### src/rtl/axi_outstanding_gate.sv
// axi_outstanding_gate: caps outstanding AXI read/write bursts on the cache
// subsystem's master port and offers a quiesce/drain handshake. The payload
// passes straight through. Only AR/AW valid/ready are gated.

// Stand-in for the subsystem's AXI request/response structs.
package axi_gate_pkg;
    localparam int unsigned IdWidth   = 4;
    localparam int unsigned AddrWidth = 32;
    localparam int unsigned DataWidth = 64;

    typedef struct packed {
        logic [IdWidth-1:0]   id;
        logic [AddrWidth-1:0] addr;
        logic [7:0]           len;
        logic [2:0]           size;
        logic [1:0]           burst;
    } ax_chan_t;

    typedef struct packed {
        logic [DataWidth-1:0]   data;
        logic [DataWidth/8-1:0] strb;
        logic                   last;
    } w_chan_t;

    typedef struct packed {
        logic [IdWidth-1:0] id;
        logic [1:0]         resp;
    } b_chan_t;

    typedef struct packed {
        logic [IdWidth-1:0]   id;
        logic [DataWidth-1:0] data;
        logic [1:0]           resp;
        logic                 last;
    } r_chan_t;

    typedef struct packed {
        ax_chan_t aw;
        logic     aw_valid;
        w_chan_t  w;
        logic     w_valid;
        logic     b_ready;
        ax_chan_t ar;
        logic     ar_valid;
        logic     r_ready;
    } req_t;

    typedef struct packed {
        logic    aw_ready;
        logic    ar_ready;
        logic    w_ready;
        logic    b_valid;
        b_chan_t b;
        logic    r_valid;
        r_chan_t r;
    } resp_t;
endpackage

module axi_outstanding_gate #(
    parameter int unsigned AxiIdWidth   = 4,
    parameter int unsigned MaxReadTxns  = 8,
    parameter int unsigned MaxWriteTxns = 8,
    parameter type axi_req_t = axi_gate_pkg::req_t,
    parameter type axi_rsp_t = axi_gate_pkg::resp_t
) (
    input  logic                                clk_i,
    input  logic                                rst_i,
    input  axi_req_t                            slv_req_i,
    output axi_rsp_t                            slv_resp_o,
    output axi_req_t                            mst_req_o,
    input  axi_rsp_t                            mst_resp_i,
    input  logic                                quiesce_req_i,
    output logic                                quiesce_ack_o,
    output logic                                busy_o,
    output logic [$clog2(MaxReadTxns+1)-1:0]    rd_outstanding_o,
    output logic [$clog2(MaxWriteTxns+1)-1:0]   wr_outstanding_o,
    output logic                                err_o
);
    localparam int unsigned RdCntW = $clog2(MaxReadTxns + 1);
    localparam int unsigned WrCntW = $clog2(MaxWriteTxns + 1);
    localparam logic [RdCntW-1:0] RdMax = RdCntW'(MaxReadTxns);
    localparam logic [WrCntW-1:0] WrMax = WrCntW'(MaxWriteTxns);

    if (MaxReadTxns < 1 || MaxWriteTxns < 1 || $bits(slv_req_i.ar.id) != AxiIdWidth) begin : gen_bad_params
        $error("axi_outstanding_gate: limits must be >= 1 and ID width must match the request type");
    end

    typedef enum logic [1:0] {IDLE, DRAIN, HALTED} state_e;

    state_e              state_q, state_d;
    logic [RdCntW-1:0]   rd_cnt_q, rd_cnt_d;
    logic [WrCntW-1:0]   wr_cnt_q, wr_cnt_d;
    logic                ar_presented_q, ar_presented_d;
    logic                aw_presented_q, aw_presented_d;
    logic                err_q, err_d;

    logic quiesce_active;
    logic ar_allow, aw_allow;
    logic ar_hs, aw_hs, r_last_hs, b_hs;
    logic drained_d;

    // An AR/AW already shown downstream must stay valid until accepted, so the
    // presented flag overrides the block. Reset forces both directions shut.
    assign quiesce_active = (state_q != IDLE);
    assign ar_allow = ~rst_i & (ar_presented_q | ~(quiesce_active | (rd_cnt_q == RdMax)));
    assign aw_allow = ~rst_i & (aw_presented_q | ~(quiesce_active | (wr_cnt_q == WrMax)));

    // Passthrough of every channel with only the AR/AW handshake gated.
    always_comb begin
        // NOTE: every combinational output gets a full default first so no path leaves it unassigned (no latch).
        mst_req_o           = slv_req_i;
        mst_req_o.ar_valid  = slv_req_i.ar_valid & ar_allow;
        mst_req_o.aw_valid  = slv_req_i.aw_valid & aw_allow;
        slv_resp_o          = mst_resp_i;
        slv_resp_o.ar_ready = mst_resp_i.ar_ready & ar_allow;
        slv_resp_o.aw_ready = mst_resp_i.aw_ready & aw_allow;
    end

    assign ar_hs     = mst_req_o.ar_valid & mst_resp_i.ar_ready;
    assign aw_hs     = mst_req_o.aw_valid & mst_resp_i.aw_ready;
    assign r_last_hs = mst_resp_i.r_valid & slv_req_i.r_ready & mst_resp_i.r.last;
    assign b_hs      = mst_resp_i.b_valid & slv_req_i.b_ready;

    // Next counts, presented flags and the sticky underflow error.
    always_comb begin
        rd_cnt_d       = rd_cnt_q;
        wr_cnt_d       = wr_cnt_q;
        err_d          = err_q;
        ar_presented_d = ar_presented_q;
        aw_presented_d = aw_presented_q;

        if (ar_hs && !r_last_hs) begin
            rd_cnt_d = rd_cnt_q + RdCntW'(1);
        end else if (!ar_hs && r_last_hs) begin
            if (rd_cnt_q == '0) err_d = 1'b1;
            else                rd_cnt_d = rd_cnt_q - RdCntW'(1);
        end

        if (aw_hs && !b_hs) begin
            wr_cnt_d = wr_cnt_q + WrCntW'(1);
        end else if (!aw_hs && b_hs) begin
            if (wr_cnt_q == '0) err_d = 1'b1;
            else                wr_cnt_d = wr_cnt_q - WrCntW'(1);
        end

        // A valid without a handshake means the interconnect stalled it.
        if (ar_hs)                   ar_presented_d = 1'b0;
        else if (mst_req_o.ar_valid) ar_presented_d = 1'b1;
        if (aw_hs)                   aw_presented_d = 1'b0;
        else if (mst_req_o.aw_valid) aw_presented_d = 1'b1;
    end

    // Drain is judged on post-update values so ack follows the last response by one cycle.
    assign drained_d = (rd_cnt_d == '0) & (wr_cnt_d == '0) & ~ar_presented_d & ~aw_presented_d;

    // Quiesce FSM next-state logic.
    always_comb begin
        state_d = state_q;
        unique case (state_q)
            IDLE:    if (quiesce_req_i) state_d = DRAIN;
            DRAIN: begin
                if (!quiesce_req_i)  state_d = IDLE;
                else if (drained_d)  state_d = HALTED;
            end
            HALTED:  if (!quiesce_req_i) state_d = IDLE;
            default: state_d = IDLE;
        endcase
    end

    // State, counters and flags register.
    always_ff @(posedge clk_i) begin
        // NOTE: non-blocking assignments so every register samples pre-edge values regardless of order.
        if (rst_i) begin
            state_q        <= IDLE;
            rd_cnt_q       <= '0;
            wr_cnt_q       <= '0;
            ar_presented_q <= 1'b0;
            aw_presented_q <= 1'b0;
            err_q          <= 1'b0;
        end else begin
            state_q        <= state_d;
            rd_cnt_q       <= rd_cnt_d;
            wr_cnt_q       <= wr_cnt_d;
            ar_presented_q <= ar_presented_d;
            aw_presented_q <= aw_presented_d;
            err_q          <= err_d;
        end
    end

    assign quiesce_ack_o    = (state_q == HALTED);
    assign busy_o           = (rd_cnt_q != '0) | (wr_cnt_q != '0);
    assign rd_outstanding_o = rd_cnt_q;
    assign wr_outstanding_o = wr_cnt_q;
    assign err_o            = err_q;
endmodule

### config.mk
export PLATFORM = sky130hd
export DESIGN_NAME = axi_outstanding_gate
export DESIGN_NICKNAME = d
export VERILOG_FILES = /design/src/rtl/axi_outstanding_gate.sv
export SDC_FILE = /design/constraint.sdc
export NUM_CORES = 1
export LEC_CHECK = 0
export BUFFER_PORTS_ARGS = -buffer_cell sky130_fd_sc_hd__buf_2
export CORE_AREA = 5 5 202 204
export CTS_BUF_LIST = sky130_fd_sc_hd__clkbuf_2
export CTS_CLUSTER_SIZE = 30
export DETAILED_ROUTE_END_ITERATION = 10
export DIE_AREA = 0 0 207 209
export PLACE_DENSITY_LB_ADDON = 0.1
export SYNTH_ARGS = -nofsm -noshare
export SYNTH_HDL_FRONTEND = slang
export SYNTH_SLANG_ARGS = --single-unit
### constraint.sdc
create_clock -name clk_i -period 4.1 [get_ports clk_i]
set_input_delay 1.025 -clock clk_i [delete_from_list [all_inputs] [get_ports clk_i]]
set_output_delay 1.025 -clock clk_i [all_outputs]
set_load 0.01 [all_outputs]
==> results.txt <==
- Routability-driven placement finished with a final weighted congestion of 0.649.
- Once the clock tree was built, the resizer swapped 0 gates to a different size.
- Dividing the detail-routed via count by the number of cells gives 2.03.
* Buffer and inverter count on the worst path: 2
- Total routing usage reported by global routing: 3.57%
* YS warnings: 0
- Overall overflow remaining after global route: 0
- After synthesis, the share of flip-flops with an asynchronous set or reset is 0%.
* Post-placement cell area: 1750 sq um
* Post-route fraction of the period consumed by the critical path: 76.5%
- Leaving out filler cells and counting taps, the final layout contains 684.
- In this run the register-to-register setup slack is 1.29 ns.
* Average instance area after synthesis: 7.52 sq um
- Element type at the critical path end: primary output
- Mapped Cells: 379
- The slowest stage of the critical path belongs to the cell sky130_fd_sc_hd__dfxtp_1.
- For the worst flop-to-flop path, the logic depth is 9.
- Final Hold Fails: 0
- After detailed routing, the wire length on met1 is 2670 microns.
- Die Footprint: 43300 sq um
* Routed wire length on met3: 1570 microns
* Number of buffers added by the clock tree synthesis step: 3
- In this run the number of H-tree levels came out at 1.
- Largest net degree at the start of global routing: 15
- Final-layout setup total negative slack: 0 ns
- Setup violations remaining at the end of the flow were counted as 0.
- Largest voltage drop on the vdd net: 75.4 uV
- Top layer reached by signal wires: met4
- Dividing total power by cell area gives a power density of 186 nW/um^2.
- In the final design database the tool counted 424 nets.
* Height of the die: 209 microns
- Number of placed cells counting well taps: 679
- Endpoint of the worst setup timing path: slv_resp_o[81]
* Drt first pass iters: 4
* Vias in the first global route: 1465
* Cell area after technology mapping: 2850 sq um
- Data arrives at the worst endpoint at 2.11 ns.
- CTS tree: yes
- Post-route cell area: 1770 sq um
* Number of clock sinks seen by CTS: 13
* Distinct cells, synth: 41
- Signed area change from the synthesized netlist to the final layout: -37.9%
* Final worst-path setup slack: 0.962 ns
- Buffer type at the clock tree root: sky130_fd_sc_hd__clkbuf_2
- After clock tree synthesis, the clock-pin slew on the worst setup and hold paths is 0.16 ns.
* Max Fclk: 319 MHz
- Input and output buffers added on the ports amount to 31.
* Placed wire-length estimate: 7230 microns
* Crit path max-delay family: flip-flops
- Subtracting the final worst setup slack from the clock period gives 3.14 ns.
- Critical path cell sequence: inv_1, ha_1, nand4bb_1, o21ai_0, nor3b_1, buf_2
* Hold crit path type: register to register
* Initial core utilization: 7.29%
* Status: finished, final reports clean
* Sequential cell area fraction in the yosys report: 9.13%
- Vias after detailed routing: 1390
* Initial antenna violation count: 1
- Horizontal extent of the die: 207 microns
- In this run the tightest slew margin relative to its limit is 68.2%.
- Leakage component of the power: 0.523 nW
- In the routed design, unresolved DRC markers number 0.
* Sum of routed wire length over all layers: 8510 microns
* Buffers inserted by post-CTS timing repair: 0
* Source-to-sink clock delay at the later pin of the worst-skew pair: 0.30 ns
- Violation count after the first detailed-routing iteration: 67
* Slowest cell delay on critical path: 0.54 ns
- Place WS: 0.806 ns
- Hold path startpoint: err_o
- In this run the standard cell core region covers 39100 sq um.
- The floorplan has 73 rows.
* Setup repair after global routing missed its margin: false
* Worst Max-Slew Pin Slew: 0.471 ns
* Critical Path Stages: 6
- Final Skew: 0.0106 ns
- Capturing point of the worst reg2reg path: state_q[0]
- Maximum buffer depth of the clock tree: 2
* Routed length per placed instance: 12.4 microns
- In this run, synthesis inferred 0 flip-flops with an integrated enable.
- Across the whole layout, storage elements account for 260 sq um.
- Synthesis inferred 13 register bits.
- The worst register-to-register path begins at wr_outstanding_o[1].
- The post-route netlist has 27.2% of its cells at a drive strength greater than 1.
* Count of nets left with antenna violations after detail routing: 0
- Count of hold buffers inserted by post-cts repair: 0
- The number of max-slew violations in the final report is 0.
* Crit path required time: 3.07 ns
- Max-cap viol count: 0
* Largest fanout on the critical path: 7
* FILL cells: 4731
* Flip-flop cell with the highest count after synthesis: sky130_fd_sc_hd__dfxtp_1
* Nature of the critical path startpoint: register
- For this design the top-level I/O count stands at 530.
- In the final layout, the multi-input gates occupy 649 sq um.
* Type of the setup path with the least slack: register to primary output
- Power, Total: 328 uW
* Global-route wire length before repair: 11200 microns
- The critical path starts at wr_outstanding_o[1].
- Routed wire length on met2: 3630 microns
* Synth Net Count: 644
metal layers:
| metal | vias to the layer above | track usage [%] |
|---|---|---|
| li1 | 527 | - |
| met1 | 606 | 3.23 |
| met2 | 171 | 5.09 |
| met3 | 86 | 2.84 |
| met4 | 0 | 3.12 |
| met5 | - | 0.222 |
how the worst min path moves through the flow:
stage | slack (ns) | cells past startpoint | endpoint
3_3_place_gp | 0.60 | 2 | aw_presented_q
5_1_grt | 0.59 | 2 | err_o
2_1_floorplan | 0.53 | 2 | ar_presented_q
6_report | 0.57 | 2 | err_o
3_5_place_dp | 0.56 | 2 | err_o
4_1_cts | 0.58 | 2 | err_o
power by group:
group / internal, mW / switching, mW / total, mW / leakage [nW]
Sequential: 0.133 / 0.0107 / 0.144 / 0.106
Clock: 0.0258 / 0.0543 / 0.0801 / 0.0166
Combinational: 0.0390 / 0.0654 / 0.104 / 0.400
Total: 0.198 / 0.130 / 0.328 / 0.523
state kept, by name, indices dropped and copies added (netlist names):
signal	flops
ar_presented_q	1
aw_presented_q	1
err_o	1
rd_outstanding_o	4
state_q	2
wr_outstanding_o	4
cell families (layout without fill, tap and decap cells):
kind of cell	Yosys count	after routing	synth area share, %
AO/OA/AOI/OAI	28	28	6.63
multiplexers	1	1	0.395
adder cells (fa/ha/maj)	4	4	1.76
XOR/XNOR	2	2	0.615
buffers and inverters	262	41	68.1
AND/OR/NAND/NOR	69	69	13.4
flip-flops	13	13	9.13
other	0	1	0
placed cells by master (no fill, tap or decap), drive strengths merged, types with 2 or more instances in the layout:
master / synthesis / layout
nand2: 11 / 11
nor2b: 4 / 4
and3: 3 / 3
inv: 5 / 5
a31oi: 3 / 3
nor3: 3 / 3
xnor2: 2 / 2
nand3: 11 / 11
nand3b: 2 / 2
ha: 4 / 4
buf: 257 / 32
nor2: 15 / 15
and2: 2 / 2
or3: 2 / 2
nand4bb: 2 / 2
nor3b: 3 / 3
o21ai: 5 / 5
nand2b: 2 / 2
dfxtp: 13 / 13
a21oi: 11 / 11
clkbuf: 0 / 4
nand4: 2 / 2
worst min-delay path: cells and delay by family (launching register included):
kind               cells  cell delay, ns
DFF                    1            0.35
AOI/OAI and AO/OA      2            0.19
stage by stage:
step / utilization, % / hold slack [ns]
floorplan: - / 0.532
global placement: 4.47 / 0.600
detailed placement: 4.47 / 0.558
CTS: 4.52 / 0.583
global route: 4.53 / 0.590
finish: 4.53 / 0.569
cells in the mapped netlist, types with 3 or more instances:
cell type / instances / area share (%)
sky130_fd_sc_hd__a31oi_1: 3 / 0.66
sky130_fd_sc_hd__a21oi_1: 11 / 1.9
sky130_fd_sc_hd__nor2b_1: 3 / 0.66
sky130_fd_sc_hd__o21ai_0: 5 / 0.88
sky130_fd_sc_hd__and3_1: 3 / 0.66
sky130_fd_sc_hd__nor3b_1: 3 / 0.79
sky130_fd_sc_hd__dfxtp_1: 13 / 9.1
sky130_fd_sc_hd__buf_4: 254 / 67
sky130_fd_sc_hd__nor2_1: 15 / 2.0
sky130_fd_sc_hd__nand2_1: 11 / 1.4
sky130_fd_sc_hd__nor3_1: 3 / 0.53
sky130_fd_sc_hd__inv_1: 5 / 0.66
sky130_fd_sc_hd__ha_1: 4 / 1.8
sky130_fd_sc_hd__nand3_1: 11 / 1.9
area by class of cell:
cell class / instances / share of cell area, %
diodes: 1 / 0.141
clock buffers: 4 / 1.13
inverters: 5 / 1.06
multi-input cells: 104 / 36.7
flip-flops and latches: 13 / 14.7
well taps: 525 / 37.1
repair buffers: 32 / 9.19
Note: power is estimated with default switching activity, not from simulation.
